$ cat config.mk
export PLATFORM = sky130hd
export DESIGN_NAME = display_sequencer
export DESIGN_NICKNAME = d
export VERILOG_FILES = /design/src/rtl/display_sequencer.sv
export SDC_FILE = /design/constraint.sdc
export NUM_CORES = 1
export LEC_CHECK = 0
export ABC_AREA = 1
export BUFFER_PORTS_ARGS = -buffer_cell sky130_fd_sc_hd__buf_2
export CORE_ASPECT_RATIO = 0.5
export CORE_MARGIN = 1.5
export CORE_UTILIZATION = 53
export DETAILED_ROUTE_END_ITERATION = 10
export PLACE_DENSITY = 0.75
export SKIP_CTS_REPAIR_TIMING = 1
export SLEW_MARGIN = 15
export SYNTH_ARGS = -nofsm -noshare
export SYNTH_HDL_FRONTEND = slang
export SYNTH_SLANG_ARGS = --single-unit
$ cat constraint.sdc
create_clock -name clk -period 2 [get_ports clk]
set_input_delay 0.2 -clock clk [delete_from_list [all_inputs] [get_ports clk]]
set_output_delay 0.2 -clock clk [all_outputs]
set_load 0.05 [all_outputs]
$ cat src/rtl/display_sequencer.sv
// display_sequencer: buffers 5-bit symbol codes and plays them out on C1..C5 with a fixed dwell per symbol
module display_sequencer #(
  parameter int DEPTH = 8,
  parameter int DWELL = 4,
  parameter logic [4:0] BLANK = 5'b11111
) (
  input  logic clk,
  input  logic rst,
  input  logic wr_valid,
  input  logic [4:0] wr_code,
  output logic wr_ready,
  input  logic clear,
  input  logic start,
  input  logic loop,
  input  logic stop,
  output logic busy,
  output logic done,
  output logic [$clog2(DEPTH):0] count,
  output logic C1,
  output logic C2,
  output logic C3,
  output logic C4,
  output logic C5
);
  localparam int AW = $clog2(DEPTH);
  localparam int DW = DWELL > 1 ? $clog2(DWELL) : 1;
  typedef enum logic {IDLE, PLAY} state_t;
  state_t state, state_n;
  logic [4:0] mem [DEPTH];
  logic [AW:0] count_n;
  logic [AW-1:0] idx, idx_n;
  logic [DW-1:0] dwell, dwell_n;
  logic [4:0] code, code_n;
  logic loop_q, loop_n, busy_n, done_n, we, last_dwell, last_idx;
  assign wr_ready = state == IDLE && count < (AW+1)'(DEPTH);
  assign {C1, C2, C3, C4, C5} = code;
  assign last_dwell = dwell == DW'(DWELL - 1);
  assign last_idx = {1'b0, idx} + (AW+1)'(1) >= count;
  always_comb begin
    state_n = state;
    count_n = count;
    idx_n = idx;
    dwell_n = dwell;
    loop_n = loop_q;
    code_n = code;
    busy_n = busy;
    done_n = 1'b0;
    we = 1'b0;
    if (state == IDLE) begin
      we = !clear && wr_valid && wr_ready;
      count_n = clear ? '0 : count + (AW+1)'(we);
      if (start && !clear && count != '0) begin
        state_n = PLAY;
        loop_n = loop;
        idx_n = '0;
        dwell_n = '0;
        code_n = mem[0];
        busy_n = 1'b1;
      end
    end else if (stop || (last_dwell && last_idx && !loop_q)) begin
      state_n = IDLE;
      code_n = BLANK;
      busy_n = 1'b0;
      done_n = 1'b1;
    end else if (last_dwell) begin
      idx_n = last_idx ? '0 : idx + AW'(1);
      dwell_n = '0;
      code_n = mem[idx_n];
    end else begin
      dwell_n = dwell + DW'(1);
    end
  end
  always_ff @(posedge clk) begin
    if (rst) begin
      state <= IDLE;
      count <= '0;
      idx <= '0;
      dwell <= '0;
      loop_q <= 1'b0;
      code <= BLANK;
      busy <= 1'b0;
      done <= 1'b0;
    end else begin
      state <= state_n;
      count <= count_n;
      idx <= idx_n;
      dwell <= dwell_n;
      loop_q <= loop_n;
      code <= code_n;
      busy <= busy_n;
      done <= done_n;
    end
  end
  always_ff @(posedge clk)
    if (we) mem[count[AW-1:0]] <= wr_code;
endmodule

==> results of run 1 <==
-- per-stage QoR --
step | cells | area, sq um
final | 446 | 3412
after global routing | 446 | 3412
after CTS | 443 | 3291
after detailed placement | 427 | 3082
after global placement | 427 | 3082
after floorplan | 327 | 2794
-- cell usage after synthesis (all sizes together) --
library cell / number / area, sq um
nand2: 98 / 375.4
inv: 53 / 198.9
edfxtp: 40 / 1201
nor2: 39 / 146.4
nand3: 26 / 135.1
dfxtp: 18 / 360.4
a21oi: 13 / 76.33
nand4: 11 / 75.07
ha: 8 / 100.1
buf: 6 / 36.28
nor3: 4 / 20.02
o21ai: 4 / 23.77
clkbuf: 3 / 11.26
o31ai: 2 / 15.01
and3: 1 / 6.260
xor2: 1 / 8.760
-- registers in the layout, indices dropped and copies added (netlist names) --
register	flops
dwell	2
count	4
idx	3
done	1
code	5
mem	40
loop_q	1
busy	1
state	1
-- power groups by stage --
stage                     logic, mW  clock network [mW]  registers (mW)
after floorplan              0.0578                   0            1.34
after global placement        0.116                   0            1.32
after detailed placement      0.119                   0            1.32
after CTS                     0.121                1.17            1.30
after global routing          0.145                1.23            1.30
final                         0.131                1.16            1.30
-- cell type report --
cell class	count	area, sq um
Multi-Input combinational cell	207	1066
Timing Repair Buffer	42	277.8
Fill cell	385	1588
Clock buffer	10	127.6
Tap cell	70	87.58
Sequential cell	58	1568
Inverter	53	203.9
Clock inverter	6	81.33
-- placed cells by master (no fill, tap or decap) --
cell	synthesis	routed
o21ai_0	3	3
nor2_2	0	3
o21ai_2	1	1
buf_2	5	23
ha_1	8	6
inv_2	2	1
nand2_2	3	11
nor2_1	39	36
buf_4	0	16
nand4_4	0	1
nand4_1	10	10
clkinv_1	0	1
ha_2	0	1
nand3_1	25	21
xor2_2	0	1
clkinv_2	0	2
o31ai_2	0	1
clkbuf_1	3	1
ha_4	0	1
buf_12	0	1
nor3_1	4	4
clkinv_4	0	1
nand3_2	1	5
dfxtp_1	18	13
a21oi_1	12	12
bufinv_16	0	2
nand2_1	95	87
clkinvlp_4	0	1
buf_6	1	2
and3_1	1	1
edfxtp_1	40	40
dfxtp_2	0	5
inv_1	51	51
o31ai_1	2	1
a21oi_4	1	1
clkbuf_8	0	9
-- final timing paths --
| check | end | slack (ps) | cells past startpoint |
|---|---|---|---|
| max | code[2] | -70 | 14 |
| min | count[1] | 120 | 2 |
| max reg2reg | code[2] | -70 | 14 |
| min reg2reg | busy | 450 | 2 |
-- worst reg2reg max path, delay by kind of cell, from the launching register on --
family                   cells  cell delay [ps]
AO/OA/AOI/OAI                1              270
AND/OR/NAND/NOR             10              770
buffers and inverters        2              310
adder cells (fa/ha/maj)      1              350
flip-flops                   1              330
-- kinds of logic (layout without fill, tap and decap cells) --
| logic type | Yosys count | after routing |
|---|---|---|
| XOR/XNOR | 1 | 1 |
| flip-flops | 58 | 58 |
| AO/OA/AOI/OAI | 19 | 19 |
| AND/OR/NAND/NOR | 179 | 179 |
| buffers and inverters | 62 | 111 |
| adder cells (fa/ha/maj) | 8 | 8 |
-- routing by layer --
metal | global-route usage | share of wire | vias to the layer above
met5 | 0 | 0 | -
met4 | 0.07207 | 0.020 | 0
met3 | 0.1083 | 0.086 | 14
li1 | - | - | 1136
met1 | 0.2926 | 0.45 | 1030
met2 | 0.3617 | 0.45 | 95
==> impl_metrics.csv, run 1 <==
group,metric,value,unit
clock_tree,clockBufferDepth,2,
routing,drtPass1Iterations,5,
sta,fmax,482.5,MHz
placement,dp_hpwl,4.348,mm
sta,post-route-worst-setup-slack,-72.66,ps
routing,viasPerCell,5.101,
synth,ys_ff_latch,58,
synth,synthSimpleGateAreaFrac,0.2717,
clock_tree,htree_levels,3,
sta,setup_tns,-354.3,ps
synth,synth-compound-area-share,0.04126,
synth,synth_top_family_by_area,"simple AND/OR/NAND/NOR gates",
power,ir_worst_vdd,0.4764,mV
run_status,violations,"setup timing",
critical_path,slowest_delay,350,ps
routing,wl,6.544,mm
clock_tree,cts.sinks,58,
critical_path,r2r_start,"idx[0]",
power,power_switching,563.1,uW
critical_path,cp_cell_sequence,"buf_4 > nand2_1 > nor2_2 > ha_1 > a21oi_4 > nand3_2 > buf_12 > nor2_1 > nand2_1 > nand2_1 > nand2_1 > nand3_1 > nand2_1 > nand2_1",
hold_path,holdCritStartpoint,"rst",
clock_tree,cts_tree,"built",
die,fp.dieH,54.31,microns
global_routing,grt_first_pass_wirelength,9.535,mm
power,p_sw_frac,0.2174,
critical_path,crit_start,"idx[0]",
sta,fin_crit,2073,ps
critical_path,required,2290,ps
synth,seq_area_frac_synth,0.5596,
critical_path,critPathBufInv,2,
critical_path,cp_common_cell,"nand2_1",
routing,drc,0,
clock_tree,path_clk_slew,70,ps
power,p_leak,1.510,nW
placement,dp_slack,-34.59,ps
sta,grt_setup_unrepaired,"yes",
routing,ant_nets,0,
sta,final_max_slew_viol_count,0,
die,core-area,5000,sq um
power,comb_power_share,0.051,
global_routing,overflow,0,
power,p_int,2.027,mW
hold_path,hp-class,"in2reg",
placement,gp_congestion,0.8632,
critical_path,cpMaxStageDelayCell,"ha_1",
die,rows,18,
critical_path,start_kind,"flop",
power,power_frac_seq,0.501,
sta,whs,120.1,ps
routing,dr.first_iter.drc_count,189,
clock_tree,cts_buffers,9,
sta,tightest_slew,430.8,ps
synth,synth.mux.area_fraction,0,
synth,synthXorXnorAreaFrac,0.003139,
run_status,status,"finished with violations",
global_routing,grt_max_degree,21,
sta,max_slew_margin,0.7117,
power,clockPowerShare,0.448,
routing,wl_per_cell,14.67,microns
die,die_x,105.6,microns
power,p_per_area,759.1,nW/um^2
critical_path,path_max_fanout,20,
clock_tree,clkLatencyLatePin,340,ps
layout,antenna_cells,0,
sta,fin_crit_sh,1.036,
die,io_pins,24,
critical_path,crit_family,"simple AND/OR/NAND/NOR gates",
synth,synth_fa_ha_area_frac,0.03587,
layout,syn2layout_area_growth,22.29,%
sta,fin_skew,4.322,ps
global_routing,grt_antenna_before_repair,0,
critical_path,cp_data_arrival_time,2360,ps
synth,yosysUniqueCellTypes,23,
critical_path,crit_path_end_kind,"flop",
layout,final_core_util,0.6824,
sta,hold_viol,0,
synth,syn_area,2790,sq um
sta,setup_viol,5,
layout,drive_gt1_frac,0.2367,
synth,syn_avg_cell_area,8.533,sq um
routing,vias,2275,
global_routing,grt_pass1_vias,2012,
layout,nets,391,
die,die_area,5735,sq um
global_routing,grt_usage,0.2316,
clock_tree,root_buffer,"clkbuf_8",
die,start_util,0.5581,
synth,yosysWarnings,0,
job,cap_violations,0,
synth,syn_inst,327,
placement,io_buffers,23,
power,total_power,2.590,mW
critical_path,crit_type,"reg2reg",
synth,synth_nets,347,
Power figures use the tool's default switching activity.
==> run 2, diff against run 1 <==
==> constraint.sdc (replaced) <==
create_clock -name clk -period 2 [get_ports clk]
set_input_delay 0.2 -clock clk [delete_from_list [all_inputs] [get_ports clk]]
set_output_delay 0.2 -clock clk [all_outputs]
set_load 0.01 [all_outputs]
==> run 2 against run 1 <==
The flow still finishes with violations (setup timing). Die area did not move. First-iteration DRC count grew 33%. Final cell count rose by 0.45%.
==> impl_metrics.csv, run 2 (synthesis gave the netlist of run 1 again) <==
group,metric,value,unit
power,total_power,2.458,mW
critical_path,crit_start,"idx[1]",
global_routing,grt_max_degree,21,
sta,fin_skew,8.302,ps
clock_tree,clockBufferDepth,2,
die,io_pins,24,
clock_tree,htree_levels,3,
sta,whs,117.9,ps
layout,num-fill-cells,380,
critical_path,crit_path_end_kind,"flop",
layout,ff_latch_area,1567,sq um
sta,max_slew_margin,0.7040,
critical_path,cpMaxStageDelayCell,"dfxtp_2",
clock_tree,cts.sinks,58,
layout,mostFrequentLayoutCell,"nand2_1",
critical_path,cp_data_arrival_time,2420,ps
power,ir_worst_vdd,0.4092,mV
critical_path,required,2290,ps
critical_path,cp_cell_sequence,"ha_4 > xor2_2 > ha_1 > nand2_1 > inv_2 > nand2_1 > nand4_4 > clkbuf_16 > nand2_1 > nand3_1 > nand2_1 > nand2_1 > nand3_2 > nand2_1 > nand2_1",
layout,antenna_cells,0,
critical_path,start_kind,"flop",
global_routing,grt_pass1_vias,2168,
routing,drtPass1Iterations,5,
sta,tightest_slew,442.4,ps
run_status,status,"finished with violations",
sta,final_max_slew_viol_count,0,
sta,post-route-worst-setup-slack,-126.3,ps
clock_tree,path_clk_slew,70,ps
power,p_per_area,707.9,nW/um^2
routing,drc,0,
layout,mostFrequentLayoutCells,"nand2_1 (87), inv_1 (51), edfxtp_1 (40)",
sta,setup_tns,-595.4,ps
critical_path,path_depth,15,
critical_path,critPathCapture,"code[0]",
placement,dp_slack,-90.25,ps
sta,hold_viol,0,
die,start_util,0.5581,
critical_path,cp_common_cell,"nand2_1",
clock_tree,cts_tree,"built",
critical_path,reg2reg_depth,15,
die,rows,18,
critical_path,critPathBufInv,2,
critical_path,r2r_start,"idx[1]",
global_routing,grt_antenna_before_repair,0,
global_routing,grt_usage,0.2407,
routing,wl_per_cell,15.12,microns
run_status,violations,"setup timing",
placement,io_buffers,23,
critical_path,rr_endpoint,"code[0]",
routing,wl,6.774,mm
die,die_x,105.6,microns
layout,syn2layout_area_growth,24.44,%
clock_tree,clkLatencyLatePin,340,ps
routing,vias,2353,
placement,dp_hpwl,4.537,mm
critical_path,path_max_fanout,5,
placement,gp_congestion,0.8411,
die,fp.dieH,54.31,microns
hold_path,hp-class,"in2reg",
routing,viasPerCell,5.252,
global_routing,overflow,0,
critical_path,reg2reg_slack,-130,ps
layout,multiInputGateArea,1111,sq um
layout,largest_reg_flops,40,
sta,setup_viol,6,
global_routing,grt_first_pass_wirelength,10.13,mm
job,cap_violations,0,
critical_path,crit_family,"simple AND/OR/NAND/NOR gates",
routing,ant_nets,0,
routing,dr.first_iter.drc_count,252,
sta,fin_crit_sh,1.063,
sta,grt_setup_unrepaired,"yes",
clock_tree,root_buffer,"clkbuf_8",
clock_tree,cts_buffers,9,
die,die_area,5735,sq um
power,p_leak,1.524,nW
layout,nets,393,
layout,drive_gt1_frac,0.2381,
sta,fin_crit,2126,ps
die,core-area,5000,sq um
critical_path,slowest_delay,390,ps
sta,fmax,470.3,MHz
critical_path,crit_type,"reg2reg",
run 2: cell types whose count changed in the layout (fill, tap and decap cells not counted), sizes merged:
cell      before  now
bufinv         2    1
clkbuf        10   11
buf           42   43
clkinvlp       1    2
run 2: worst min-delay path by stage:
| stage | start | to | cells after the start |
|---|---|---|---|
| 2_1_floorplan | rst | count[0] | 1 |
| 3_3_place_gp | busy | busy | 2 |
| 3_5_place_dp | busy | busy | 2 |
| 4_1_cts | rst | dwell[1] | 2 |
| 5_1_grt | rst | dwell[1] | 2 |
| 6_report | rst | dwell[1] | 2 |
run 2: metal layers:
metal,part of all wire,track usage
met1,0.45,0.3177
met5,0,0
met4,0.018,0.09009
met3,0.075,0.06786
met2,0.46,0.3900
run 2: where the power goes:
group / internal (mW) / leakage (nW) / switching (mW) / total, mW
logic: 0.0456 / 0.928 / 0.0798 / 0.125
registers: 1.29 / 0.508 / 0.00658 / 1.30
clock network: 0.564 / 0.0874 / 0.471 / 1.03
total: 1.90 / 1.52 / 0.557 / 2.46
run 2: cell type report:
| cell class | count | area share |
|---|---|---|
| Clock buffer | 10 | 0.03676 |
| Tap cell | 70 | 0.02523 |
| Multi-Input combinational cell | 207 | 0.3200 |
| Inverter | 53 | 0.05874 |
| Sequential cell | 58 | 0.4512 |
| Clock inverter | 6 | 0.01658 |
| Timing Repair Buffer | 44 | 0.09153 |
run 2: per-stage QoR:
| stage | instance area [sq um] | cells | utilization |
|---|---|---|---|
| floorplan | 2790 | 327 | - |
| global placement | 3085 | 428 | 0.6171 |
| detailed placement | 3085 | 428 | 0.6171 |
| CTS | 3271 | 444 | 0.6542 |
| global route | 3472 | 448 | 0.6944 |
| finish | 3472 | 448 | 0.6944 |
==> run 3, diff against run 2 <==
--- a/config.mk
+++ b/config.mk
@@ -6,10 +6,12 @@
 export NUM_CORES = 1
 export LEC_CHECK = 0
 export ABC_AREA = 1
+export ABC_CLOCK_PERIOD_IN_PS = 1940
 export BUFFER_PORTS_ARGS = -buffer_cell sky130_fd_sc_hd__buf_2
 export CORE_ASPECT_RATIO = 0.5
 export CORE_MARGIN = 1.5
 export CORE_UTILIZATION = 53
+export CTS_CLUSTER_DIAMETER = 80
 export DETAILED_ROUTE_END_ITERATION = 10
 export PLACE_DENSITY = 0.75
 export SKIP_CTS_REPAIR_TIMING = 1
==> constraint.sdc (replaced) <==
create_clock -name clk -period 1.94 [get_ports clk]
set_input_delay 0.194 -clock clk [delete_from_list [all_inputs] [get_ports clk]]
set_output_delay 0.194 -clock clk [all_outputs]
set_load 0.01 [all_outputs]
==> run 3 against run 2 <==
Sequential power is 3% higher. Worst setup slack worse by 120 ps. Final area is 4.4% higher. The run still ends with setup timing left. Maximum frequency is 2.8% lower. Register-to-register slack worse by 120 ps. Combinational power is 10% higher. Final cell count is 1.1% higher. Via count is 1.2% higher. Sequential cell count stayed put. Critical path type unchanged. Clock-buffer cell count stayed put. Sequential share of layout area is 1.9 points lower.
==> impl_metrics.csv, run 3 (synthesis gave the netlist of run 1 again) <==
group,metric,value,unit
critical_path,cpMaxStageDelayCell,"nor2_1",
power,ir_worst_vdd,0.4946,mV
sta,setup_viol,11,
routing,drc,0,
layout,multiInputGateArea,1174,sq um
run_status,status,"finished with violations",
job,cap_violations,0,
critical_path,crit_type,"reg2reg",
layout,ff_latch_area,1568,sq um
routing,dr.first_iter.drc_count,282,
clock_tree,cts_tree,"built",
layout,nets,398,
routing,vias,2381,
sta,tightest_slew,457.3,ps
die,core-area,5000,sq um
layout,mostFrequentLayoutCell,"nand2_1",
placement,placedCellCount,428,
clock_tree,cts_buffers,9,
layout,mostFrequentLayoutCells,"nand2_1 (80), inv_1 (51), edfxtp_1 (40)",
routing,wl,7.076,mm
critical_path,crit_path_end_kind,"flop",
layout,final_core_util,0.7252,
sta,hold_viol,0,
die,fp.dieH,54.31,microns
critical_path,path_max_fanout,6,
critical_path,crit_start,"idx[1]",
placement,io_buffers,23,
sta,max_slew_margin,0.6940,
critical_path,cp_data_arrival_time,2460,ps
global_routing,grt_pass1_vias,2048,
routing,ant_nets,0,
placement,dp_hpwl,4.545,mm
power,p_per_area,712.3,nW/um^2
global_routing,grt_usage,0.2398,
layout,largest_reg_flops,40,
sta,fmax,457.2,MHz
power,total_power,2.583,mW
die,io_pins,24,
placement,gp_congestion,0.8715,
clock_tree,clockBufferDepth,2,
layout,num-fill-cells,356,
layout,antenna_cells,0,
sta,post-route-worst-setup-slack,-247.2,ps
layout,syn2layout_area_growth,29.96,%
sta,grt_setup_unrepaired,"yes",
clock_tree,htree_levels,3,
layout,finalNonFillerCells,453,
routing,viasPerCell,5.256,
sta,whs,113.8,ps
sta,fin_crit,2187,ps
power,p_leak,1.570,nW
placement,dp_slack,-208.6,ps
clock_tree,path_clk_slew,70,ps
clock_tree,cts.sinks,58,
sta,fin_skew,5.095,ps
critical_path,required,2210,ps
clock_tree,root_buffer,"clkbuf_8",
critical_path,critPathBufInv,1,
global_routing,grt_first_pass_wirelength,9.873,mm
die,die_x,105.6,microns
critical_path,crit_family,"simple AND/OR/NAND/NOR gates",
routing,drtPass1Iterations,5,
global_routing,grt_antenna_before_repair,0,
global_routing,overflow,0,
critical_path,cp_cell_sequence,"ha_4 > xor2_4 > ha_4 > a21oi_4 > buf_6 > nand3_1 > nor2_1 > o21ai_0 > nor2_1",
sta,fin_crit_sh,1.127,
clock_tree,clkLatencyLatePin,350,ps
run_status,violations,"setup timing",
critical_path,slowest_delay,390,ps
sta,final_max_slew_viol_count,0,
routing,wl_per_cell,15.62,microns
critical_path,r2r_start,"idx[1]",
hold_path,hp-class,"in2reg",
die,die_area,5735,sq um
layout,drive_gt1_frac,0.2742,
hold_path,holdCritStartpoint,"rst",
global_routing,grt_max_degree,21,
critical_path,start_kind,"flop",
die,start_util,0.5581,
die,rows,18,
[run 3: changes by cell type in the layout (fill, tap and decap cells not counted), sizes merged]
cell and delta:
buf +2, clkinv -3, clkinvlp +2, clkbuf +2
inv +2
[run 3: cell type report]
| cell class | instances | share of cell area |
|---|---|---|
| Clock inverter | 6 | 0.01829 |
| Timing Repair inverter | 1 | 0.002070 |
| Clock buffer | 10 | 0.03520 |
| Inverter | 53 | 0.05556 |
| Timing Repair Buffer | 48 | 0.1087 |
| Tap cell | 70 | 0.02415 |
| Sequential cell | 58 | 0.4324 |
| Multi-Input combinational cell | 207 | 0.3237 |
[run 3: layer usage]
| metal | share of wire | wire (microns) | global-route usage | vias to the layer above |
|---|---|---|---|---|
| li1 | - | - | - | 1154 |
| met1 | 0.44 | 3085 | 0.3166 | 1103 |
| met2 | 0.47 | 3309 | 0.3867 | 112 |
| met3 | 0.083 | 585 | 0.07857 | 12 |
| met4 | 0.014 | 97 | 0.07432 | 0 |
| met5 | 0 | 0 | 0 | - |
[run 3: final timing paths]
path | to | slack (ps) | cells after the start
max | idx[2] | -250 | 9
min | dwell[0] | 110 | 2
max reg2reg | idx[2] | -250 | 9
min reg2reg | busy | 440 | 2
[run 3: through the flow]
step                      area (sq um)  setup TNS, ps
after floorplan                   2790              0
after global placement            3085         -404.9
after detailed placement          3085          -1826
after CTS                         3279          -2093
after global routing              3626          -2917
final                             3626          -1669
[run 3: where the power goes]
part / total, mW / switching, mW / leakage [nW] / internal (mW)
combinational: 0.138 / 0.0876 / 0.973 / 0.0502
sequential: 1.34 / 0.00635 / 0.509 / 1.33
clock: 1.11 / 0.514 / 0.0889 / 0.594
total: 2.58 / 0.608 / 1.57 / 1.97
